**config.mk**
```make
export PLATFORM = sky130hd
export DESIGN_NAME = unidad_acceso_memoria
export DESIGN_NICKNAME = d
export VERILOG_FILES = /design/src/rtl/unidad_acceso_memoria_pkg.sv /design/src/rtl/unidad_acceso_memoria_alineador_bytes.sv /design/src/rtl/unidad_acceso_memoria.sv
export SDC_FILE = /design/constraint.sdc
export NUM_CORES = 1
export LEC_CHECK = 0
export CAP_MARGIN = 20
export CORE_MARGIN = 5
export CORE_UTILIZATION = 40
export CTS_CLUSTER_SIZE = 12
export DETAILED_ROUTE_END_ITERATION = 16
export DONT_BUFFER_PORTS = 1
export GPL_TIMING_DRIVEN = 0
export SYNTH_ARGS = -nofsm -noshare
export SYNTH_HDL_FRONTEND = slang
export SYNTH_HIERARCHICAL = 1
export SYNTH_SLANG_ARGS = --single-unit
```
**constraint.sdc**
```tcl
create_clock -name clk -period 5.2 [get_ports clk]
set_input_delay 1.56 -clock clk [delete_from_list [all_inputs] [get_ports clk]]
set_output_delay 1.56 -clock clk [all_outputs]
set_load 0.02 [all_outputs]
```
**src/rtl/unidad_acceso_memoria_pkg.sv**
```systemverilog
// Shared definitions for the memory access unit: size codes, fault causes,
// FSM state encoding, default memory depth and the acceptance-time fault rule.
package unidad_acceso_memoria_pkg;

    localparam int unsigned MEM_WORDS_DEF = 32;

    // Op size codes
    localparam logic [2:0] OP_LB  = 3'b000;
    localparam logic [2:0] OP_LH  = 3'b001;
    localparam logic [2:0] OP_LW  = 3'b010;
    localparam logic [2:0] OP_LBU = 3'b100;
    localparam logic [2:0] OP_LHU = 3'b101;

    // Fault causes reported with Done
    localparam logic [1:0] FAULT_NONE       = 2'b00;
    localparam logic [1:0] FAULT_MISALIGNED = 2'b01;
    localparam logic [1:0] FAULT_RANGE      = 2'b10;
    localparam logic [1:0] FAULT_ILLEGAL    = 2'b11;

    typedef enum logic [1:0] {
        ST_IDLE   = 2'd0,
        ST_ACCESS = 2'd1,
        ST_MERGE  = 2'd2,
        ST_DONE   = 2'd3
    } state_t;

    // Fault cause of a request; illegal Op outranks misalignment, which
    // outranks an out-of-range word index.
    function automatic logic [1:0] fault_of(input logic [2:0]  op,
                                            input logic [31:0] addr,
                                            input int unsigned words);
        logic [31:0] word_idx;
        logic        is_half;
        word_idx = {2'b00, addr[31:2]};
        is_half  = (op == OP_LH) || (op == OP_LHU);
        if (!(op inside {OP_LB, OP_LH, OP_LW, OP_LBU, OP_LHU}))
            return FAULT_ILLEGAL;
        if ((is_half && addr[0]) || ((op == OP_LW) && (addr[1:0] != 2'b00)))
            return FAULT_MISALIGNED;
        if (word_idx >= words)
            return FAULT_RANGE;
        return FAULT_NONE;
    endfunction

endpackage

```
**src/rtl/unidad_acceso_memoria_alineador_bytes.sv**
```systemverilog
// Combinational lane logic: extracts and extends a load from the addressed
// little-endian lanes, and merges store data into a previously read word.
module Alineador_bytes
    import unidad_acceso_memoria_pkg::*;
(
    input  logic [2:0]  i_op,
    input  logic [1:0]  i_lane,
    input  logic [31:0] i_rdata,
    input  logic [31:0] i_old_word,
    input  logic [31:0] i_store_data,
    output logic [31:0] o_load,
    output logic [31:0] o_merged
);
    logic [4:0]  w_shamt;
    logic [31:0] w_shifted;
    logic [31:0] w_mask;
    logic [31:0] w_ins;

    assign w_shamt   = {i_lane, 3'b000};
    assign w_shifted = i_rdata >> w_shamt;

    // Load result: addressed lanes moved to bit 0 and extended by size code
    always_comb begin
        o_load = i_rdata;
        case (i_op)
            OP_LB:   o_load = {{24{w_shifted[7]}},  w_shifted[7:0]};
            OP_LH:   o_load = {{16{w_shifted[15]}}, w_shifted[15:0]};
            OP_LBU:  o_load = {24'b0, w_shifted[7:0]};
            OP_LHU:  o_load = {16'b0, w_shifted[15:0]};
            default: o_load = i_rdata;
        endcase
    end

    // Store merge: only the addressed lanes take the new data
    always_comb begin
        w_mask = 32'hFFFF_FFFF;
        w_ins  = i_store_data;
        case (i_op[1:0])
            2'b00: begin
                w_mask = 32'h0000_00FF << w_shamt;
                w_ins  = {24'b0, i_store_data[7:0]} << w_shamt;
            end
            2'b01: begin
                w_mask = 32'h0000_FFFF << w_shamt;
                w_ins  = {16'b0, i_store_data[15:0]} << w_shamt;
            end
            default: begin
                w_mask = 32'hFFFF_FFFF;
                w_ins  = i_store_data;
            end
        endcase
        o_merged = (i_old_word & ~w_mask) | (w_ins & w_mask);
    end

endmodule

```
**src/rtl/unidad_acceso_memoria.sv**
```systemverilog
// Memory access unit for the MEM stage: accepts one load/store at a time,
// checks faults at acceptance, drives a word-indexed memory and performs
// read-modify-write for byte and half stores.
module unidad_acceso_memoria
    import unidad_acceso_memoria_pkg::*;
#(
    parameter int unsigned MEM_WORDS = MEM_WORDS_DEF
) (
    input  logic        clk,
    input  logic        reset,
    input  logic        Req,
    input  logic        Is_store,
    input  logic [2:0]  Op,
    input  logic [31:0] Adress,
    input  logic [31:0] Store_data,
    output logic        Busy,
    output logic        Done,
    output logic [31:0] Load_data,
    output logic [1:0]  Fault,
    output logic [31:0] Mem_adress,
    output logic [31:0] Mem_write_data,
    output logic        MemWrite,
    output logic        MemRead,
    input  logic [31:0] Mem_read_data
);
    state_t      r_state;
    state_t      w_next;
    logic [6:0]  r_addr;
    logic [2:0]  r_op;
    logic        r_store;
    logic [31:0] r_sdata;
    logic [31:0] r_rword;
    logic [31:0] r_load;
    logic [1:0]  r_fault;

    logic [1:0]  w_fault_in;
    logic        w_word_op;
    logic [31:0] w_load_ext;
    logic [31:0] w_merged;

    assign w_fault_in = fault_of(Op, Adress, MEM_WORDS);
    assign w_word_op  = (r_op == OP_LW);

    Alineador_bytes u_alineador (
        .i_op         (r_op),
        .i_lane       (r_addr[1:0]),
        .i_rdata      (Mem_read_data),
        .i_old_word   (r_rword),
        .i_store_data (r_sdata),
        .o_load       (w_load_ext),
        .o_merged     (w_merged)
    );

    // State register
    always_ff @(posedge clk or posedge reset) begin
        if (reset) r_state <= ST_IDLE;
        else       r_state <= w_next;
    end

    // Next state and memory strobes; faults skip straight to DONE
    always_comb begin
        w_next         = r_state;
        MemRead        = 1'b0;
        MemWrite       = 1'b0;
        Mem_write_data = 32'b0;
        case (r_state)
            ST_IDLE: begin
                if (Req) w_next = (w_fault_in != FAULT_NONE) ? ST_DONE : ST_ACCESS;
            end
            ST_ACCESS: begin
                if (r_store && w_word_op) begin
                    MemWrite       = 1'b1;
                    Mem_write_data = r_sdata;
                    w_next         = ST_DONE;
                end else begin
                    MemRead = 1'b1;
                    w_next  = r_store ? ST_MERGE : ST_DONE;
                end
            end
            ST_MERGE: begin
                MemWrite       = 1'b1;
                Mem_write_data = w_merged;
                w_next         = ST_DONE;
            end
            ST_DONE: w_next = ST_IDLE;
            default: w_next = ST_IDLE;
        endcase
    end

    // Request capture in IDLE, read data / load result capture in ACCESS
    always_ff @(posedge clk or posedge reset) begin
        if (reset) begin
            r_addr  <= 7'b0;
            r_op    <= 3'b0;
            r_store <= 1'b0;
            r_sdata <= 32'b0;
            r_rword <= 32'b0;
            r_load  <= 32'b0;
            r_fault <= FAULT_NONE;
        end else begin
            case (r_state)
                ST_IDLE: begin
                    if (Req) begin
                        r_addr  <= Adress[6:0];
                        r_op    <= Op;
                        r_store <= Is_store;
                        r_sdata <= Store_data;
                        r_fault <= w_fault_in;
                    end
                end
                ST_ACCESS: begin
                    if (r_store) r_rword <= Mem_read_data;
                    else         r_load  <= w_load_ext;
                end
                default: ;
            endcase
        end
    end

    assign Busy       = (r_state != ST_IDLE);
    assign Done       = (r_state == ST_DONE);
    assign Fault      = Done ? r_fault : FAULT_NONE;
    assign Mem_adress = {27'b0, r_addr[6:2]};
    assign Load_data  = r_load;

endmodule

```
==> impl_metrics.ini, run 1 <==
[route]
drtPass1Iterations = 5
drc = 0
vias = 4973
viasPerCell = 5.69
routedWlPerCell_um = 23.0
routed_wl_mm = 20.1
final_antenna_net_count = 0
drtIter0Drc = 313

[synthesis]
synth-seq-area-share = 0.420
synth_cell_type_count = 48
synth_edf_count = 0
synth_area_leader_cell = dfrtp_1
post-synth-top-area-fraction = 0.420
postSynthAreaPerCell_um2 = 10.8
synth_cells = 611
yosysMostFrequentCell = mux2_2
yosys_warnings = 6
synthFlopType = dfrtp_1
ys_async_sr_fraction = 1.00
synth_area_mm2 = 0.00661
synth.top_cells.by_count = mux2_2 (125), dfrtp_1 (111), a22oi_1 (55)
ys_ff_latch = 111
synth_area_leaders = dfrtp_1 (42%), mux2_2 (21%), a22oi_1 (6.2%)

[hold_path]
holdPathStages = 2
min_to = r_fault[0]
hold_path.class = flip-flop to flip-flop
min_from = r_fault[0]

[cts]
hold_buffers = 0
clk-insertion-delay-late_ps = 360
cts.path.max_buffers = 2
cts_tree = built
clkTransAtPathRegs_ps = 80
cts.sinks = 111
postCtsSetupRepairBufs = 0
root_buffer = clkbuf_16
htree_num_levels = 3
cts_inserted_buffers = 9
cts_resized = 0

[global_route]
grt_pass1_vias = 5209
grt_max_degree = 68
grt_usage = 0.204
grt_overflow = 0
grt_pass1_wl_mm = 30.4
grt_antenna_before_repair = 1

[finish]
regArea_mm2 = 0.00278
diodes = 0
multi_input_area_mm2 = 0.00342
fillCellCount = 1582
utilization = 0.444
fin_nets = 757
syn_to_final_growth_pct = 10.3
final_cells = 874
drive_gt1_frac = 0.317

[timing]
maxSlewHeadroom = 0.326
finalSetupTns_ps = 0
clock_skew_ps = 12.5
tightest_slew_ps = 1000
period_share = 0.863
finalSetupViolations = 0
slew_violations = 0
hold_viol = 0
rsz0062_at_grt = no
fin_crit_ps = 4490
max_freq_mhz = 223

[power]
power.density_mw_per_mm2 = 705
peakVddDrop_uv = 347
power_leakage_uw = 0.00319

[placement]
numPlacedInstances = 858
dp.final_hpwl_mm = 15.8
port-buffer-count = 0
place_congestion = 0.887

[worst_setup_path]
arrival_ps = 2930
end_kind = primary output
r2r_end = Load_data[6]
reg2regPathDepth = 8
reg2reg_from = r_addr[0]
worstPathMaxFanout = 10
cp-start-kind = flip-flop
r2r_slack_ps = 2860
critPathRequiredTime_ps = 3640
critPathKind = flip-flop to primary output

[floorplan]
die_h_um = 139
chipWidth_um = 139
initial_utilization = 0.403
ios = 205
fp-row-count = 47
coreArea_mm2 = 0.0164
dieArea_mm2 = 0.0192

[flow_run]
drv_cap = 0

[run_status]
status = completed
metrics by stage:
stage	power [µW]	hold WS [ps]	area (µm²)	setup WS [ps]
finish	5140	489	7290	713
CTS	5140	499	7290	721
detailed placement	4470	478	7010	1150
global placement	4400	461	6980	-451
floorplan	3770	442	6710	709
global route	5470	535	7290	509
how the worst max path moves through the flow:
| stage | startpoint | to | slack (ps) | cells past startpoint |
|---|---|---|---|---|
| 3_3_place_gp | reset | r_sdata[20] | -450 | 1 |
| 2_1_floorplan | reset | Load_data[0] | 710 | 1 |
| 5_1_grt | r_addr[0] | Mem_write_data[17] | 510 | 8 |
| 3_5_place_dp | r_addr[0] | Mem_write_data[17] | 1150 | 8 |
| 6_report | r_addr[0] | Mem_write_data[18] | 710 | 8 |
| 4_1_cts | r_addr[0] | Mem_write_data[17] | 720 | 8 |
registers in the layout (all words and copies together) (netlist names):
signal and count:
r_rword 32, r_addr 7, Load_data 32, r_store 1
r_sdata 32, r_state 2, r_fault 2, r_op 3
logic make-up after synthesis:
logic type / after synthesis / share of synthesized area
other cells: 1 / 0.000567
compound gates: 148 / 0.152
mux: 147 / 0.249
buf+inv: 84 / 0.0778
flops: 111 / 0.420
simple gates: 115 / 0.0914
fa+ha+maj: 5 / 0.00946
final cells by class:
| type | instances | area share |
|---|---|---|
| Multi-Input combinational cell | 442 | 0.469 |
| Sequential cell | 111 | 0.381 |
| Buffer | 75 | 0.0659 |
| Tap cell | 220 | 0.0378 |
| Clock buffer | 12 | 0.0338 |
| Inverter | 9 | 0.00498 |
| Clock inverter | 4 | 0.00429 |
| Timing Repair Buffer | 1 | 0.00378 |
critical path, stage by stage, from the launching register on:
cell and delay, ps:
dfrtp_1 420, buf_2 210, and3b_1 180, buf_2 180, nor3_1 780, a22oi_1 150
o21ai_0 130, a22oi_1 110, nor2b_1 400
power breakdown:
part	internal [µW]	switching (µW)
logic	1200	1430
registers	1300	552
clock network	341	318
total	2840	2300
routing by layer:
layer,routed length [µm],track usage,vias up
li1,-,-,2238
met4,521,0.0749,2
met3,1940,0.0731,29
met5,11,0,-
met1,8100,0.247,2441
met2,9540,0.335,263
placed cells by master, fill, tap and decap left out, types with 2 or more instances in the layout:
| cell type | instances |
|---|---|
| o2bb2ai_1 | 2 |
| o21a_1 | 2 |
| mux2i_1 | 19 |
| nand2_1 | 44 |
| nand2b_1 | 10 |
| buf_2 | 19 |
| nor2b_1 | 35 |
| mux2_2 | 125 |
| buf_6 | 4 |
| conb_1 | 27 |
| and3_1 | 3 |
| buf_4 | 33 |
| a221oi_1 | 5 |
| nor2_1 | 6 |
| o21ai_0 | 46 |
| a22oi_1 | 55 |
| o31ai_1 | 5 |
| nor3_1 | 2 |
| clkbuf_1 | 17 |
| clkinv_4 | 3 |
| ha_1 | 5 |
| clkbuf_8 | 3 |
| mux2_1 | 2 |
| o21ai_2 | 2 |
| nor4_1 | 6 |
| and2_1 | 2 |
| a21oi_1 | 6 |
| a21o_1 | 17 |
| dfrtp_1 | 111 |
| inv_1 | 7 |
| clkbuf_16 | 9 |
No activity file was read; power rests on OpenSTA's default activity.
==> inputs of run 2 (changes only) <==
--- a/config.mk
+++ b/config.mk
@@ -10,8 +10,8 @@
 export CORE_UTILIZATION = 40
 export CTS_CLUSTER_SIZE = 12
 export DETAILED_ROUTE_END_ITERATION = 16
-export DONT_BUFFER_PORTS = 1
 export GPL_TIMING_DRIVEN = 0
+export PLACE_DENSITY = 0.7
 export SYNTH_ARGS = -nofsm -noshare
 export SYNTH_HDL_FRONTEND = slang
 export SYNTH_HIERARCHICAL = 1
==> run 2 against run 1 <==
  * Via count grew 12%
  * Core utilization grew 11 points
  * Cell count grew 20%
  * Global-route usage grew 0.57 points
  * Sequential power shrank 9%
  * Routed wire length grew 2.5%
  * Fmax shrank 8.6%
  * Flip-flop and latch count is the same
  * Power grew 11%
  * Clock power grew 9.6%
==> impl_metrics.ini, run 2 (synthesis results as in run 1) <==
[run_status]
status = completed

[timing]
clock_skew_ps = 10.3
rsz0062_at_grt = no
fin_crit_ps = 4910
finalSetupViolations = 0
max_freq_mhz = 204
period_share = 0.944
hold_viol = 0
maxSlewHeadroom = 0.327
slew_violations = 0
finalSetupTns_ps = 0
tightest_slew_ps = 1000
setup_slack_ps = 291

[global_route]
grt_antenna_before_repair = 0
grt_max_degree = 66
grt_pass1_wl_mm = 31.8
grt_pass1_vias = 5708
grt_overflow = 0
grt_usage = 0.210

[worst_setup_path]
crit_chain = nor2b_1 -> clkbuf_1 -> nor3_1 -> a22oi_1 -> o21ai_0 -> a22oi_1 -> nor2b_1 -> clkdlybuf4s50_1
critPathKind = flip-flop to primary output
max_stage_delay_ps = 870
worstPathMaxFanout = 8
cp_top_family = simple AND/OR/NAND/NOR gates
end_kind = primary output
cp-start-kind = flip-flop
crit_slowest_cell = nor3_1
critPathBufInv = 2
critPathRequiredTime_ps = 3640
arrival_ps = 3350

[placement]
place_congestion = 0.932
port-buffer-count = 177
placed_area_mm2 = 0.00878
dp_slack_ps = 772
dp.final_hpwl_mm = 15.9

[cts]
cts.path.max_buffers = 2
postCtsSetupRepairBufs = 0
clkTransAtPathRegs_ps = 80
cts.sinks = 111
htree_num_levels = 3
root_buffer = clkbuf_16
cts_tree = built
hold_buffers = 0
clk-insertion-delay-late_ps = 360
cts_inserted_buffers = 9
cts_resized = 0

[power]
power.density_mw_per_mm2 = 629
power_leakage_uw = 0.00387
peakVddDrop_uv = 302

[floorplan]
coreArea_mm2 = 0.0164
die_h_um = 139
dieArea_mm2 = 0.0192
chipWidth_um = 139
initial_utilization = 0.403
ios = 205
fp-row-count = 47

[route]
drc = 0
routedWlPerCell_um = 19.6
routed_wl_mm = 20.6
vias = 5566
viasPerCell = 5.30
final_antenna_net_count = 0
drtIter0Drc = 433
drtPass1Iterations = 5

[finish]
fin_nets = 934
fillCellCount = 1508
postLayoutCellArea_mm2 = 0.00908
most-common-layout-cells = clkdlybuf4s50_1 (177), mux2_2 (125), dfrtp_1 (111)
drive_gt1_frac = 0.249
multi_input_area_mm2 = 0.00342
final_common_cell = clkdlybuf4s50_1
syn_to_final_growth_pct = 37.4
regArea_mm2 = 0.00278
diodes = 0

[flow_run]
drv_cap = 0

[hold_path]
hold_path.class = flip-flop to flip-flop
==> run 2: cell types whose count changed in the layout (fill, tap and decap cells not counted) <==
cell,previous run,this run
clkdlybuf4s50_1,0,177
clkinv_4,3,0
inv_6,0,2
bufinv_16,0,1
==> run 2: stage by stage <==
stage                     std cells  hold slack (ps)  power, µW   util
after floorplan                 637              442       3770      -
after global placement         1034              469       4930  0.534
after detailed placement       1035              470       4980  0.535
after CTS                      1051              493       5730  0.554
after global routing           1051              522       6060  0.554
final                          1051              490       5720  0.554
==> run 2: power by group <==
| part | switching (µW) | internal, µW | total, µW |
|---|---|---|---|
| Sequential | 382 | 1300 | 1680 |
| Clock | 330 | 391 | 721 |
| Combinational | 1660 | 1660 | 3320 |
| Total | 2370 | 3350 | 5720 |
==> run 2: worst register-to-register path, cell delays in order, from the launching register on <==
cell	delay, ps
dfrtp_1	390
buf_2	270
clkbuf_1	360
buf_2	320
mux2i_1	210
nor2_1	50
a31oi_1	250
o21ai_0	110
mux2_2	280
==> run 2: routing by layer <==
layer  vias to the layer above  GRT usage  wire length, µm
li1                       2586          -                -
met1                      2708      0.269             8700
met3                        25     0.0634             1740
met5                         -          0                0
met2                       247      0.346             9780
met4                         0     0.0588              387
==> run 2: area by class of cell <==
| cell class | instances | share of cell area |
|---|---|---|
| repair buffers | 178 | 0.198 |
| plain buffers | 75 | 0.0529 |
| flip-flops and latches | 111 | 0.306 |
| clock inverters | 4 | 0.00579 |
| multi-input cells | 442 | 0.376 |
| inverters | 9 | 0.00399 |
| well taps | 220 | 0.0303 |
| clock buffers | 12 | 0.0271 |
==> run 2: final timing paths <==
kind,start,end,slack [ps],cells after the start
min reg2reg,r_fault[0],r_fault[0],490,2
max in group asynchronous,reset,r_sdata[1],2740,3
max,r_addr[1],Mem_write_data[18],290,8
max reg2reg,r_addr[0],Load_data[6],2830,8
min in group asynchronous,reset,r_addr[3],1740,2
min,r_fault[0],r_fault[0],490,2
==> inputs of run 3 (changes only) <==
--- a/config.mk
+++ b/config.mk
@@ -6,12 +6,14 @@
 export NUM_CORES = 1
 export LEC_CHECK = 0
 export CAP_MARGIN = 20
+export CELL_PAD_IN_SITES_DETAIL_PLACEMENT = 0
+export CELL_PAD_IN_SITES_GLOBAL_PLACEMENT = 2
 export CORE_MARGIN = 5
-export CORE_UTILIZATION = 40
+export CORE_UTILIZATION = 29
 export CTS_CLUSTER_SIZE = 12
 export DETAILED_ROUTE_END_ITERATION = 16
 export GPL_TIMING_DRIVEN = 0
-export PLACE_DENSITY = 0.7
+export PLACE_DENSITY_LB_ADDON = 0.1
 export SYNTH_ARGS = -nofsm -noshare
 export SYNTH_HDL_FRONTEND = slang
 export SYNTH_HIERARCHICAL = 1
==> run 3 against run 2 <==
  * Fmax shrank 1.6%
  * Largest cell class unchanged
  * Non-clock buffer count is the same
  * Die area grew 35%
  * Final area up 0.94%
  * Global-route usage down 3.0 points
  * First-iteration DRC count fell by 39%
  * Combinational power increased by 2%
  * Sequential share of layout area decreased by 0.28 points
  * Register-to-register slack worse by 160 ps
  * Count of clock-buffer cells in the layout decreased by 1
==> impl_metrics.ini, run 3 (synthesis results as in run 1) <==
[global_route]
grt_overflow = 0
grt_use_met2 = 0.302
grt_pass1_vias = 5996
grt_usage = 0.180
grt_pass1_wl_mm = 35.8
met1_usage = 0.235
grt_antenna_before_repair = 0
top_usage_layer = met2
use_met3 = 0.0342
grt_max_degree = 87

[run_status]
status = completed

[cts]
hold_buffers = 0
htree_num_levels = 3
cts.path.max_buffers = 2
cts.sinks = 111
root_buffer = clkbuf_16
cts_inserted_buffers = 9
clkTransAtPathRegs_ps = 80
cts_tree = built
clk-insertion-delay-late_ps = 370

[worst_setup_path]
end_kind = primary output
critPathRequiredTime_ps = 3640
worstPathMaxFanout = 10
cp-start-kind = flip-flop
arrival_ps = 3430
critPathKind = flip-flop to primary output

[finish]
drive_gt1_frac = 0.253
syn_to_final_growth_pct = 38.7
most-common-layout-cells = clkdlybuf4s50_1 (177), mux2_2 (125), dfrtp_1 (111)
fin_nets = 934
diodes = 0
final_common_cell = clkdlybuf4s50_1
final_cells = 1116

[timing]
finalSetupViolations = 0
max_freq_mhz = 200
clock_skew_ps = 8.83
period_share = 0.960
fin_crit_ps = 4990
tightest_slew_ps = 1040
hold_viol = 0
maxSlewHeadroom = 0.300
slew_violations = 0
rsz0062_at_grt = no

[route]
viasPerCell = 4.95
drc = 0
routed_wl_mm = 23.6
drtIter0Drc = 265
final_antenna_net_count = 0
routedWlPerCell_um = 21.2
vias = 5525
drtPass1Iterations = 5

[floorplan]
dieArea_mm2 = 0.0259
fp-row-count = 55
ios = 205
coreArea_mm2 = 0.0226
initial_utilization = 0.293
die_h_um = 161
chipWidth_um = 161

[flow_run]
drv_cap = 0

[placement]
place_congestion = 0.848
port-buffer-count = 177
numPlacedInstances = 1100
dp.final_hpwl_mm = 18.6

[power]
power.total_uw = 5790
power_leakage_uw = 0.00388
power.density_mw_per_mm2 = 632
peakVddDrop_uv = 248

[hold_path]
hold_path.class = flip-flop to flip-flop
[run 3: cell count changes in the layout (fill, tap and decap cells not counted), sizes merged]
| cell | previous run | this run |
|---|---|---|
| inv | 10 | 12 |
| bufinv | 1 | 0 |
| clkbuf | 30 | 29 |
[run 3: layout make-up]
class	instances	area [µm²]
fillers	2236	13400
well taps	285	357
repair buffers	178	1800
flip-flops and latches	111	2780
multi-input cells	442	3420
inverters	9	38.8
clock inverters	5	46.3
plain buffers	75	482
clock buffers	11	253
[run 3: metrics by stage]
stage	area, µm²	utilization	setup WS [ps]	hold slack [ps]	setup TNS (ps)
floorplan	6710	-	709	442	0
global placement	8840	0.391	-1090	462	-118600
detailed placement	8870	0.393	630	467	0
CTS	9170	0.406	215	492	0
global route	9170	0.406	12.4	518	0
finish	9170	0.406	210	491	0
[run 3: critical path: stages (launching register included)]
cell	delay [ps]
dfrtp_1	420
buf_2	230
and3b_1	200
buf_2	180
nor3_1	810
a22oi_1	150
o21ai_0	140
a22oi_1	120
nor2b_1	170
clkdlybuf4s50_1	630
[run 3: final timing paths]
check                                start            endpoint  slack, ps  cells past startpoint
min in group asynchronous            reset         r_sdata[18]       1530                      2
worst max-delay path             r_addr[0]  Mem_write_data[19]        210                      9
worst max register to register   r_addr[1]        Load_data[8]       2670                      6
worst min register to register  r_fault[0]          r_fault[0]        490                      2
worst min-delay path            r_fault[0]          r_fault[0]        490                      2
max in group asynchronous            reset         r_rword[14]       2960                      3
[run 3: timing repair]
action | CTS | global route
resized for setup | 0 | 2
setup endpoints to repair | 0 | 2
buffers inserted | 0 | 0
[run 3: layer usage]
metal,routed length [µm],up-vias,share of wire
met2,11500,172,0.49
met1,10600,2740,0.45
met4,436,0,0.018
met5,0,-,0
li1,-,2585,-
met3,1140,28,0.048
[run 3: report_power, final]
group          leakage [µW]  switching, µW  total, µW  internal (µW)
Sequential          0.00133            382       1680           1300
Combinational       0.00239           1730       3380           1660
Clock              0.000149            368        730            363
